==> config.mk <==
export PLATFORM = sky130hd
export DESIGN_NAME = mem_port_arbiter_flat
export DESIGN_NICKNAME = d
export VERILOG_FILES = /design/src/rtl/mem_port_arbiter_pkg.sv /design/src/rtl/mem_port_arbiter_if.sv /design/src/rtl/mem_port_arbiter_starve_ctr.sv /design/src/rtl/mem_port_arbiter.sv /design/src/flat_wrapper.sv
export SDC_FILE = /design/constraint.sdc
export NUM_CORES = 1
export LEC_CHECK = 0
export ABC_AREA = 0
export BUFFER_PORTS_ARGS = -buffer_cell sky130_fd_sc_hd__buf_2
export CAP_MARGIN = 20
export CORE_ASPECT_RATIO = 0.6
export CORE_MARGIN = 4
export CORE_UTILIZATION = 36
export CTS_CLUSTER_DIAMETER = 120
export CTS_CLUSTER_SIZE = 25
export DETAILED_ROUTE_END_ITERATION = 10
export PLACE_DENSITY_LB_ADDON = 0.1
export SETUP_SLACK_MARGIN = 0.15
export SLEW_MARGIN = 40
export SYNTH_ARGS = -nofsm -noshare
export SYNTH_HDL_FRONTEND = slang
export SYNTH_SLANG_ARGS = --single-unit
==> constraint.sdc <==
create_clock -name clk -period 1.9 [get_ports clk]
set_input_delay 0.095 -clock clk [delete_from_list [all_inputs] [get_ports clk]]
set_output_delay 0.095 -clock clk [all_outputs]
set_load 0.01 [all_outputs]
==> src/rtl/mem_port_arbiter_pkg.sv <==
// Shared opcodes and FSM state encodings for the unified-memory port arbiter.
// Also used by the core trace and the testbench.
package mem_port_arbiter_pkg;

   typedef enum logic [1:0] {
      OP_NONE,
      OP_IFETCH,
      OP_DREAD,
      OP_DWRITE
   } mem_op_t;

   typedef enum logic [1:0] {
      ST_IDLE,
      ST_IFETCH,
      ST_DREAD,
      ST_DWRITE
   } arb_state_t;

   localparam logic [3:0] BYTE_EN_ALL = 4'hF;

   function automatic arb_state_t op_to_state(input mem_op_t op);
      arb_state_t st;
      case (op)
         OP_IFETCH: st = ST_IFETCH;
         OP_DREAD:  st = ST_DREAD;
         OP_DWRITE: st = ST_DWRITE;
         default:   st = ST_IDLE;
      endcase
      return st;
   endfunction

endpackage

==> src/rtl/mem_port_arbiter_if.sv <==
// Bundles the fetch port, the data port and the memory port of the arbiter.
// master is the arbiter's view; slave is the core/memory side.
interface mem_port_arbiter_if #(
   parameter int ADDR_W = 32
);

   logic              if_req;
   logic [ADDR_W-1:0] if_addr;
   logic [31:0]       if_rdata;
   logic              if_rdy;

   logic              d_re;
   logic              d_we;
   logic [3:0]        d_be;
   logic [ADDR_W-1:0] d_addr;
   logic [31:0]       d_wdata;
   logic [31:0]       d_rdata;
   logic              d_rdy;

   logic [ADDR_W-1:0] mem_addr;
   logic              mem_re;
   logic              mem_we;
   logic [3:0]        mem_be;
   logic [31:0]       mem_wdata;
   logic [31:0]       mem_rdata;
   logic              mem_ack;

   modport master (
      input  if_req, if_addr,
      output if_rdata, if_rdy,
      input  d_re, d_we, d_be, d_addr, d_wdata,
      output d_rdata, d_rdy,
      output mem_addr, mem_re, mem_we, mem_be, mem_wdata,
      input  mem_rdata, mem_ack
   );

   modport slave (
      output if_req, if_addr,
      input  if_rdata, if_rdy,
      output d_re, d_we, d_be, d_addr, d_wdata,
      input  d_rdata, d_rdy,
      input  mem_addr, mem_re, mem_we, mem_be, mem_wdata,
      output mem_rdata, mem_ack
   );

endinterface

==> src/rtl/mem_port_arbiter_starve_ctr.sv <==
// Saturating wait counter for the fetch port; limit_hit flags that fetch
// has waited long enough to pre-empt data. STARVE_LIMIT=0 never hits.
module arb_starve_ctr #(
   parameter int STARVE_LIMIT = 8
) (
   input  logic clk,
   input  logic rst,
   input  logic inc,
   input  logic clr,
   output logic limit_hit
);

   localparam int CW = (STARVE_LIMIT > 0) ? $clog2(STARVE_LIMIT + 1) : 1;
   localparam logic [CW-1:0] LIMIT = CW'(STARVE_LIMIT);

   logic [CW-1:0] cnt;

   always_ff @(posedge clk) begin
      if (rst || clr) begin
         cnt <= '0;
      end else if (inc && (cnt < LIMIT)) begin
         cnt <= cnt + 1'b1;
      end
   end

   assign limit_hit = (STARVE_LIMIT != 0) && (cnt >= LIMIT);

endmodule

==> src/rtl/mem_port_arbiter.sv <==
// Single-ported memory arbiter: data has priority, fetch is protected from
// starvation, and each access is serialised through IDLE -> granted -> IDLE.
module mem_port_arbiter
   import mem_port_arbiter_pkg::*;
#(
   parameter int STARVE_LIMIT = 8,
   parameter int ADDR_W       = 32
) (
   input  logic                clk,
   input  logic                rst,
   mem_port_arbiter_if.master  bus,
   output logic                proto_err
);

   arb_state_t        state;
   arb_state_t        state_nxt;
   mem_op_t           grant;
   logic              limit_hit;
   logic              ack_if;
   logic              ack_d;
   logic              rd_d;
   logic              if_done;
   logic              d_done;
   logic [ADDR_W-1:0] grant_addr;

   // Arbitration only happens in IDLE; a starved fetch outranks data.
   always_comb begin
      grant = OP_NONE;
      if (state == ST_IDLE) begin
         if (bus.if_req && limit_hit) begin
            grant = OP_IFETCH;
         end else if (bus.d_we) begin
            grant = OP_DWRITE;
         end else if (bus.d_re) begin
            grant = OP_DREAD;
         end else if (bus.if_req) begin
            grant = OP_IFETCH;
         end
      end
   end

   always_comb begin
      state_nxt = state;
      ack_if    = 1'b0;
      ack_d     = 1'b0;
      rd_d      = 1'b0;
      case (state)
         ST_IDLE: state_nxt = op_to_state(grant);
         ST_IFETCH: begin
            ack_if = bus.mem_ack;
            if (bus.mem_ack) state_nxt = ST_IDLE;
         end
         ST_DREAD: begin
            ack_d = bus.mem_ack;
            rd_d  = 1'b1;
            if (bus.mem_ack) state_nxt = ST_IDLE;
         end
         ST_DWRITE: begin
            ack_d = bus.mem_ack;
            if (bus.mem_ack) state_nxt = ST_IDLE;
         end
         default: state_nxt = ST_IDLE;
      endcase
   end

   always_ff @(posedge clk) begin
      if (rst) begin
         state <= ST_IDLE;
      end else begin
         state <= state_nxt;
      end
   end

   // An ack coinciding with reset belongs to an abandoned access.
   assign if_done      = ack_if && !rst;
   assign d_done       = ack_d && !rst;
   assign bus.if_rdy   = if_done;
   assign bus.if_rdata = if_done ? bus.mem_rdata : 32'h0;
   assign bus.d_rdy    = d_done;
   assign bus.d_rdata  = (d_done && rd_d) ? bus.mem_rdata : 32'h0;

   assign grant_addr = (grant == OP_IFETCH) ? bus.if_addr : bus.d_addr;

   // Memory request is captured on the grant edge and held until acked.
   always_ff @(posedge clk) begin
      if (rst) begin
         bus.mem_addr  <= '0;
         bus.mem_re    <= 1'b0;
         bus.mem_we    <= 1'b0;
         bus.mem_be    <= 4'h0;
         bus.mem_wdata <= 32'h0;
      end else if (grant != OP_NONE) begin
         bus.mem_addr  <= grant_addr;
         bus.mem_re    <= (grant != OP_DWRITE);
         bus.mem_we    <= (grant == OP_DWRITE);
         bus.mem_be    <= (grant == OP_DWRITE) ? bus.d_be : BYTE_EN_ALL;
         bus.mem_wdata <= (grant == OP_DWRITE) ? bus.d_wdata : 32'h0;
      end else if ((state != ST_IDLE) && bus.mem_ack) begin
         bus.mem_addr  <= '0;
         bus.mem_re    <= 1'b0;
         bus.mem_we    <= 1'b0;
         bus.mem_be    <= 4'h0;
         bus.mem_wdata <= 32'h0;
      end
   end

   always_ff @(posedge clk) begin
      if (rst) begin
         proto_err <= 1'b0;
      end else if (bus.d_re && bus.d_we) begin
         proto_err <= 1'b1;
      end
   end

   arb_starve_ctr #(
      .STARVE_LIMIT(STARVE_LIMIT)
   ) u_starve_ctr (
      .clk      (clk),
      .rst      (rst),
      .inc      (bus.if_req && ((grant == OP_DREAD) || (grant == OP_DWRITE))),
      .clr      (!bus.if_req || (grant == OP_IFETCH)),
      .limit_hit(limit_hit)
   );

endmodule

==> src/flat_wrapper.sv <==
// flat-port wrapper written by rule: the top's interface ports become plain ports
module mem_port_arbiter_flat import mem_port_arbiter_pkg::*;
#(
   parameter int STARVE_LIMIT = 8,
   parameter int ADDR_W       = 32
)
  (clk, rst, proto_err, bus_if_req, bus_if_addr, bus_if_rdata, bus_if_rdy, bus_d_re, bus_d_we, bus_d_be, bus_d_addr, bus_d_wdata, bus_d_rdata, bus_d_rdy, bus_mem_addr, bus_mem_re, bus_mem_we, bus_mem_be, bus_mem_wdata, bus_mem_rdata, bus_mem_ack);
  mem_port_arbiter_if #(.ADDR_W(ADDR_W)) bus_i ();
  input  logic clk;
  input  logic rst;
  output logic proto_err;
  input wire logic [$bits(bus_i.if_req)-1:0] bus_if_req;
  input wire logic [$bits(bus_i.if_addr)-1:0] bus_if_addr;
  output wire logic [$bits(bus_i.if_rdata)-1:0] bus_if_rdata;
  output wire logic [$bits(bus_i.if_rdy)-1:0] bus_if_rdy;
  input wire logic [$bits(bus_i.d_re)-1:0] bus_d_re;
  input wire logic [$bits(bus_i.d_we)-1:0] bus_d_we;
  input wire logic [$bits(bus_i.d_be)-1:0] bus_d_be;
  input wire logic [$bits(bus_i.d_addr)-1:0] bus_d_addr;
  input wire logic [$bits(bus_i.d_wdata)-1:0] bus_d_wdata;
  output wire logic [$bits(bus_i.d_rdata)-1:0] bus_d_rdata;
  output wire logic [$bits(bus_i.d_rdy)-1:0] bus_d_rdy;
  output wire logic [$bits(bus_i.mem_addr)-1:0] bus_mem_addr;
  output wire logic [$bits(bus_i.mem_re)-1:0] bus_mem_re;
  output wire logic [$bits(bus_i.mem_we)-1:0] bus_mem_we;
  output wire logic [$bits(bus_i.mem_be)-1:0] bus_mem_be;
  output wire logic [$bits(bus_i.mem_wdata)-1:0] bus_mem_wdata;
  input wire logic [$bits(bus_i.mem_rdata)-1:0] bus_mem_rdata;
  input wire logic [$bits(bus_i.mem_ack)-1:0] bus_mem_ack;
  assign bus_i.if_req = bus_if_req;
  assign bus_i.if_addr = bus_if_addr;
  assign bus_if_rdata = bus_i.if_rdata;
  assign bus_if_rdy = bus_i.if_rdy;
  assign bus_i.d_re = bus_d_re;
  assign bus_i.d_we = bus_d_we;
  assign bus_i.d_be = bus_d_be;
  assign bus_i.d_addr = bus_d_addr;
  assign bus_i.d_wdata = bus_d_wdata;
  assign bus_d_rdata = bus_i.d_rdata;
  assign bus_d_rdy = bus_i.d_rdy;
  assign bus_mem_addr = bus_i.mem_addr;
  assign bus_mem_re = bus_i.mem_re;
  assign bus_mem_we = bus_i.mem_we;
  assign bus_mem_be = bus_i.mem_be;
  assign bus_mem_wdata = bus_i.mem_wdata;
  assign bus_i.mem_rdata = bus_mem_rdata;
  assign bus_i.mem_ack = bus_mem_ack;
  mem_port_arbiter #(.STARVE_LIMIT(STARVE_LIMIT), .ADDR_W(ADDR_W)) u_core (.clk(clk), .rst(rst), .bus(bus_i), .proto_err(proto_err));
endmodule
Word level (Yosys, flattened, before mapping) --
Cells that the tools add are included.
Cells by class: add/subtract/negate cells 1, order comparisons 2, equality and inequality tests 8, mux-type cells 24, reductions and logical operators 19
Operators with widths (number):
- $mux W32 | 7
- $mux W4 | 3
- $mux W2 | 5
- $eq A2 B2 Y1 const B | 4
- $logic_and A1 B1 Y1 | 8
- $mux W1 | 7
- $pmux W2 S3 | 1
- $reduce_bool A2 Y1 | 3
- $add A4 B1 Y4 const B | 1
- $eq A2 B1 Y1 const B | 2
- $ge A4 B4 Y1 const B | 1
- $lt A4 B4 Y1 const B | 1
- $pmux W2 S2 | 1
- $logic_or A1 B1 Y1 | 3
- $reduce_or A3 Y1 | 1
- $logic_not A1 Y1 | 2
- $logic_not A2 Y1 | 1
- $ne A2 B1 Y1 const B | 1
- $ne A2 B2 Y1 const B | 1
- $reduce_or A2 Y1 | 1
Word-level totals: bits in registers 77, input port bits 138, word-level logic and storage cells 62

Logic depth before layout (Yosys ltp) --
Gate-level depths: netlist of the first run.
depth after elaboration 9, mapped depth 9, mapped depth without buffers 7

Cells and area by module --
A second synthesis of the first run with hierarchy kept.
Unflattened totals: cells, all modules 327, area, all modules 3415.8 µm²
By module, submodules not included:
- mem_port_arbiter | instances 1, cells each 308, area an instance 3216.8 µm², sequential area each 1461.4 µm²
- arb_starve_ctr | instances 1, cells each 19, area an instance 198.9 µm², sequential area each 80.1 µm²

Worst setup path after synthesis of the first run --
Ideal clock, no wire load.
path type register -> register, start register u_core.state[0], end register u_core.bus.mem_addr[21], setup time 136 ps, arrival 1836 ps, setup slack -72 ps, stages on the path, launching flop included 8, clock period less this slack 1972 ps, cell sequence dfxtp_1 or2_4 nor2_1 ha_1 buf_2 clkbuf_1 mux2i_1 o2bb2ai_2
On the way: word-level cells in the longest chain between the ends 5
Ends and longest elaborated chain:
- start, declared | line mem_port_arbiter.sv:15 | arb_state_t state;
- start signal, assigned | line mem_port_arbiter.sv:70 | state <= state_nxt;
- $logic_not A2 Y1 | line mem_port_arbiter.sv:29 | if (state == ST_IDLE) begin
- $mux W2 | line mem_port_arbiter.sv:29
- $eq A2 B1 Y1 | line mem_port_arbiter.sv:82 | assign grant_addr = (grant == OP_IFETCH) ? bus.if_addr : bus.d_addr;
- $mux W32 | line mem_port_arbiter.sv:82
- $mux W32 | line mem_port_arbiter.sv:92 | end else if (grant != OP_NONE) begin
- end signal, assigned | line mem_port_arbiter.sv:93 | bus.mem_addr <= grant_addr;
- end, declared | line mem_port_arbiter_if.sv:33 | output mem_addr, mem_re, mem_we, mem_be, mem_wdata,
Parallel ways exist; a longest one is shown, timed or not. A chain may end at the register's enable or synchronous reset.

Final worst setup path of the first run --
start register u_core.state[0], end register u_core.bus.mem_wdata[5]
On the way: word-level cells in the longest chain between the ends 5
Ends and longest elaborated chain:
- $logic_not A2 Y1 | line mem_port_arbiter.sv:29
- $mux W2 | line mem_port_arbiter.sv:29
- $eq A2 B2 Y1 | line mem_port_arbiter.sv:97 | bus.mem_wdata <= (grant == OP_DWRITE) ? bus.d_wdata : 32'h0;
- $mux W32 | line mem_port_arbiter.sv:97
- $mux W32 | line mem_port_arbiter.sv:92
- end signal, assigned | line mem_port_arbiter.sv:97
- end, declared | line mem_port_arbiter_if.sv:33
Parallel ways exist; a longest one is shown, timed or not.

==> key figures, run 1 <==
Detailed routing
  • Antenna-violating nets left: 0
  • Residual DRC: 0
  • First drt pass iteration count: 4
  • Routed Wire Length: 12340 µm
  • Top Metal Used: met4
  • Met2 wire len: just under 6000 µm
  • Metal1 wirelength: between 5000 and 6000 µm
  • WL/cell: 15.49 µm
  • Vias: about 3700
  • DRT iter0 DRCs: roughly 150
  • Vias/cell: around 4.6
  • Met3 wire length: around 910 µm

Critical path
  • Reg2reg start: u_core.state[0]
  • Crit path max fanout: 8
  • Worst-path cell chain: nor2_4 -> o21ai_2 -> a21o_1 -> ha_4 -> or2_4 -> nor2_4 -> buf_6 -> clkbuf_16 -> a22o_1
  • Crit. End Element: register
  • Req. time, crit path: roughly 2200 ps
  • Worst path most repeated cell: nor2_4
  • Crit path kind: register to register
  • CP peak stage delay: about 350 ps
  • Setup crit start kind: register
  • Largest delay share family, worst path: simple AND/OR/NAND/NOR gates
  • Critical Path AT: about 2100 ps
  • Crit path from: u_core.state[0]
  • Buffers plus inverters on the worst setup path: 2
  • Slowest cell on crit path: dfxtp_2
  • R2r setup slk: approximately 120 ps

STA
  • Tcrit/Tclk final: 93.70%
  • Slew Viols, Final: 0
  • Worst Skew: ~7.3 ps
  • RSZ-0062 raised after global routing: yes
  • FMAX: between 0.5 and 0.6 GHz
  • Setup violators final: 0
  • Worst hold margin: roughly 9.9 ps
  • Worst slew pin tran: ~310 ps
  • Final number of hold-violating endpoints: 0
  • Minimum clock period after layout: roughly 1800 ps
  • Worst slew margin: 79.25%
  • Final WS setup: approximately 120 ps

CTS
  • CTS clk-pin slew, worst paths: approximately 60 ps
  • Root Driver: clkbuf_16
  • CTS Buf Count: 9
  • Clock latency on the worst-skew pair: 330 ps
  • CTS Buffer Depth: 2
  • H-tree depth: 3
  • CTS tree: built
  • Clk sinks: 77

GRT
  • Largest net degree at the start of global routing: 34
  • Vias in the first global route: around 3600
  • First-pass GRT wire length: 18440 µm
  • Total gr overflow: 0
  • Initial antenna violation count: 0
  • GRT Total Usage: about a fifth

Placement
  • Placed inst area: approximately 5100 µm²
  • RePlAce Congestion: 0.8459
  • Pre-CTS WS: 40.19 ps
  • Final HPWL from detailed placement: roughly 8600 µm
  • Buffers added on ports: roughly 270

Synth
  • Post-synthesis register bit count: between 70 and 80
  • Top cells by area, synth: dfxtp_1 (44%), and2_1 (11%), mux2i_1 (9.8%)
  • Xor/xnor cell area share of the yosys netlist: 0%
  • Cell type with the largest total area after synthesis: dfxtp_1
  • Synth Area in Adders: around 2.9%
  • Fraction of synthesized area in multiplexers: under 10%
  • Register area share after synthesis: between 40 and 50%
  • Ys Warns: 0
  • Main combinational cell family by area after synthesis: compound AO/OA/AOI/OAI gates
  • Post-synthesis simple-gate area fraction: between 10% and 20%
  • Cells after Synth: approximately 330
  • Main synth FF type: dfxtp_1
  • Post-synthesis async set-or-reset flop share: 0%
  • Top-area cell type share of the netlist area: 44.21%
  • Number of distinct library cells after synthesis: 33
  • Post-Syn Nets: about 480
  • Compound-Gate Fraction of Synth Area: between 20% and 30%
  • Syn_area_per_cell: about 11 µm²
  • Post-synth EDFFs: 0
  • Post-Syn Area: 3487 µm²

Final layout
  • Post-layout net count: between 800 and 900
  • Cell area after layout: ~6300 µm²
  • Fillers: 706
  • Ant. Diodes: 0
  • Share of layout cells above drive strength 1: a little under three fifths
  • Area Overhead vs Synth: 82.10%

Outcome
  • Status: finished, final reports clean

Power and ir drop
  • Power per cell area: about 900 nW/µm²
  • Internal: slightly above 4000 µW
  • Pleak: 0.003191 µW
  • Switch share: between 20% and 30%
  • Clock Power Share: between 30% and 40%
  • Worst VDD drop: roughly 0.00056 V
  • Sw Pwr: 1691 µW
  • Sequential share of power: roughly a third
  • Combinational power share: between 30 and 40%

Die
  • Die H: 84.24 µm
  • Initial Util: 37.54%
  • I/O pin cnt: roughly 280
  • Die ar.: between 10000 and 15000 µm²
  • FP Rows: 27
  • Die Width: between 100 and 150 µm
  • Core area: around 9300 µm²

Job
  • Max-Cap Viols: 0

Min path
  • Hold WC Path Type: input pin to register
  • Worst Hold Launch: bus_d_be[1]
[power groups by stage]
stage               Combinational [µW]  Sequential, µW  Clock (µW)
floorplan                          700            2090           0
global placement                  1440            1990           0
detailed placement                1460            1990           0
CTS                               1700            1970        1890
global route                      2070            2010        1950
finish                            1930            1980        1840
[path summary, 6_finish.rpt]
check / endpoint / cells after the start
worst max register to register: u_core.bus.mem_wdata[5] / 9
worst max-delay path: u_core.bus.mem_wdata[5] / 9
worst min register to register: u_core.bus.mem_addr[8] / 1
worst min-delay path: u_core.bus.mem_be[1] / 3
[cell type report]
| class | count | area, µm² | area share (%) |
|---|---|---|---|
| clock buffers | 10 | 239.0 | 3.764 |
| clock inverters | 5 | 83.83 | 1.320 |
| inverters | 6 | 22.52 | 0.3547 |
| multi-input cells | 223 | 2007 | 31.61 |
| flip-flops and latches | 77 | 1548 | 24.37 |
| well taps | 130 | 162.7 | 2.562 |
| repair buffers | 346 | 2287 | 36.02 |
[metal layers]
layer	vias to the layer above	global-route usage (%)
met3	11	5.988
met5	-	0
met4	0	4.758
li1	1859	-
met1	1685	25.36
met2	143	33.15
[registers in the layout, indices dropped and copies added, names as in the netlist]
| name | count |
|---|---|
| u_core.u_starve_ctr.cnt | 4 |
| u_core.proto_err | 1 |
| u_core.bus.mem_re | 1 |
| u_core.bus.mem_be | 4 |
| u_core.bus.mem_we | 1 |
| u_core.state | 2 |
| u_core.bus.mem_wdata | 32 |
| u_core.bus.mem_addr | 32 |
[metrics by stage]
step | TNS [ps] | cells | utilization [%] | power [µW]
detailed placement | 0 | 729 | 55.12 | 3449
floorplan | -725.2 | 331 | - | 2788
CTS | 0 | 790 | 65.01 | 5556
finish | 0 | 797 | 68.35 | 5743
global placement | 0 | 729 | 55.12 | 3434
global route | 0 | 797 | 68.35 | 6028
[synthesized netlist by cell type (2+ instances only)]
| cell | n |
|---|---|
| nor2_1 | 12 |
| nand3_1 | 2 |
| clkbuf_1 | 13 |
| nand2b_1 | 7 |
| o2bb2ai_2 | 10 |
| buf_6 | 3 |
| o21ai_0 | 3 |
| and2_1 | 64 |
| a22o_1 | 32 |
| dfxtp_1 | 77 |
| nor2b_1 | 3 |
| o2bb2ai_1 | 26 |
| ha_1 | 8 |
| buf_2 | 9 |
| a21oi_1 | 7 |
| inv_1 | 5 |
| mux2i_1 | 34 |
[what timing repair did]
item	CTS	global route
setup buffers	9	2
gates cloned	4	5
setup endpoints to repair	73	104
resized for setup	27	35
hold endpoints to repair	33	0
hold buffers	33	0
pin swaps	4	11
[tightest hold or removal path, cell delays in order]
cell and delay [ps]:
buf_2 80, nor2_1 40, o2bb2ai_2 90
[cells in the final DEF (no fill, tap or decap), types with 5 or more instances in the layout]
cell type | netlist | final
buf_6 | 3 | 8
buf_4 | 0 | 14
o2bb2ai_2 | 10 | 19
o2bb2ai_1 | 26 | 17
buf_12 | 0 | 7
mux2i_1 | 34 | 29
nand2b_1 | 7 | 5
a22o_1 | 32 | 32
buf_2 | 9 | 274
clkbuf_16 | 0 | 14
and2_1 | 64 | 64
dfxtp_1 | 77 | 74
dlygate4sd3_1 | 0 | 33
nor2_1 | 12 | 8
[logic make-up after synthesis]
logic type	count (synthesis)
fa+ha+maj	8
compound gates	84
simple gates	97
buf+inv	31
mux	34
flops	77
Power figures use the tool's default switching activity.
==> run 2, diff against run 1 <==
--- a/config.mk
+++ b/config.mk
@@ -6,7 +6,7 @@
 export NUM_CORES = 1
 export LEC_CHECK = 0
 export ABC_AREA = 0
-export BUFFER_PORTS_ARGS = -buffer_cell sky130_fd_sc_hd__buf_2
+export BUFFER_PORTS_ARGS = -buffer_cell sky130_fd_sc_hd__buf_4
 export CAP_MARGIN = 20
 export CORE_ASPECT_RATIO = 0.6
 export CORE_MARGIN = 4
==> key figures, run 2 (synthesized netlist as in run 1, its figures left out) <==
Die
  • Core area: a little over 9000 µm²
  • FP Rows: 27
  • Die H: 84.24 µm
  • Die Width: about 140 µm
  • Die ar.: 11380 µm²
  • I/O pin cnt: about 280
  • Initial Util: between 30% and 40%

Outcome
  • Status: finished, final reports clean

Critical path
  • Reg2reg start: u_core.state[0]
  • Crit path kind: register to register
  • Setup crit start kind: register
  • Critical Path AT: between 2000 and 2500 ps
  • Crit path max fanout: 7
  • Crit path from: u_core.state[0]
  • Crit. End Element: register
  • Req. time, crit path: between 2000 and 2500 ps

Detailed routing
  • WL/cell: 18.12 µm
  • First drt pass iteration count: 4
  • Antenna-violating nets left: 0
  • Vias: roughly 3800
  • Residual DRC: 0
  • Vias/cell: 4.779
  • DRT iter0 DRCs: 142
  • Routed Wire Length: 14420 µm

GRT
  • Largest net degree at the start of global routing: 34
  • Vias in the first global route: 3782
  • GRT Total Usage: between 20% and 30%
  • First-pass GRT wire length: 19950 µm
  • Total gr overflow: 0
  • Initial antenna violation count: 0

STA
  • Worst hold margin: approximately 19 ps
  • Worst slew pin tran: 376.8 ps
  • Setup violators final: 0
  • RSZ-0062 raised after global routing: yes
  • Worst slew margin: between 70% and 80%
  • Worst Skew: 7.606 ps
  • FMAX: ~0.55 GHz
  • Minimum clock period after layout: 1810 ps
  • Final number of hold-violating endpoints: 0
  • Tcrit/Tclk final: a little over nine tenths
  • Slew Viols, Final: 0

Final layout
  • Area Overhead vs Synth: 101.3%
  • Share of layout cells above drive strength 1: between 50 and 60%
  • Post-layout net count: roughly 800
  • Ant. Diodes: 0
  • Commonest non-fill, non-tap cell in the layout: buf_4
  • Commonest cells after routing, fill and taps aside: buf_4 (286), dfxtp_1 (74), and2_1 (64)
  • Top flop regs: u_core.bus.mem_addr x32, u_core.bus.mem_wdata x32

CTS
  • Clock latency on the worst-skew pair: around 340 ps
  • Root Driver: clkbuf_16
  • CTS clk-pin slew, worst paths: 60 ps
  • Clk sinks: between 70 and 80
  • CTS Buf Count: 9
  • CTS Buffer Depth: 2
  • H-tree depth: 3
  • CTS tree: built

Power and ir drop
  • Power per cell area: 830.5 nW/µm²
  • Total power: ~6000 µW
  • Worst VDD drop: just under 0.0006 V
  • Pleak: around 0.0033 µW

Placement
  • Final HPWL from detailed placement: 9250 µm
  • RePlAce Congestion: 0.8867
  • Buffers added on ports: roughly 270

Job
  • Max-Cap Viols: 0

Min path
  • Hold WC Path Type: input pin to register
  • Worst Hold Launch: bus_d_be[1]
[run 2: final timing paths]
path	endpoint	slack (ps)	cells past startpoint
setup / recovery	u_core.bus.mem_addr[22]	90	7
hold / removal	u_core.bus.mem_be[1]	20	3
setup reg to reg	u_core.bus.mem_addr[22]	90	7
hold reg to reg	u_core.bus.mem_addr[20]	460	1
[run 2: routing by layer]
| metal | vias up | global-route usage (%) | wire length [µm] |
|---|---|---|---|
| met3 | 24 | 8.383 | 1265 |
| li1 | 1857 | - | - |
| met5 | - | 0 | 0 |
| met4 | 0 | 7.136 | 215 |
| met2 | 172 | 37.41 | 7129 |
| met1 | 1751 | 25.20 | 5810 |
[run 2: what timing repair did]
| item | in CTS | in global routing |
|---|---|---|
| pin swaps | 4 | 13 |
| endpoints found under the hold margin | 33 | 0 |
| endpoints found under the setup margin | 105 | 134 |
| cloned | 4 | 9 |
| buffers inserted | 5 | 5 |
| hold buffers | 33 | 0 |
| gates resized for setup | 24 | 42 |
[run 2: final cells by class]
| type | count | area [µm²] |
|---|---|---|
| timing repair buffer | 344 | 2990 |
| fill | 639 | 2271 |
| multi-input combinational | 223 | 2017 |
| sequential | 77 | 1550 |
| clock buffer | 10 | 229.0 |
| tap | 130 | 162.7 |
| clock inverter | 6 | 47.55 |
| inverter | 6 | 22.52 |
[run 2: power breakdown]
group | internal, µW | switching, µW
logic | 1270 | 976
registers | 1840 | 147
clock network | 896 | 700
[run 2: metrics by stage]
step / setup TNS (ps) / cell area [µm²] / setup WS, ps / util (%) / std cells
after global placement: 0 / 5744 / 62.16 / 61.83 / 724
after detailed placement: 0 / 5744 / 20.97 / 61.83 / 724
after global routing: 0 / 7019 / 2.551 / 75.56 / 796
after floorplan: -725.2 / 3505 / -36.60 / - / 331
final: 0 / 7019 / 89.67 / 75.56 / 796
after CTS: 0 / 6570 / 84.74 / 70.72 / 782
[run 2: worst max-delay path: stages (launching register included)]
cell and delay [ps]:
dfxtp_4 370, or2_4 280, nor2_4 140, buf_6 120, ha_4 260, clkbuf_16 210
mux2i_1 220, o2bb2ai_2 70
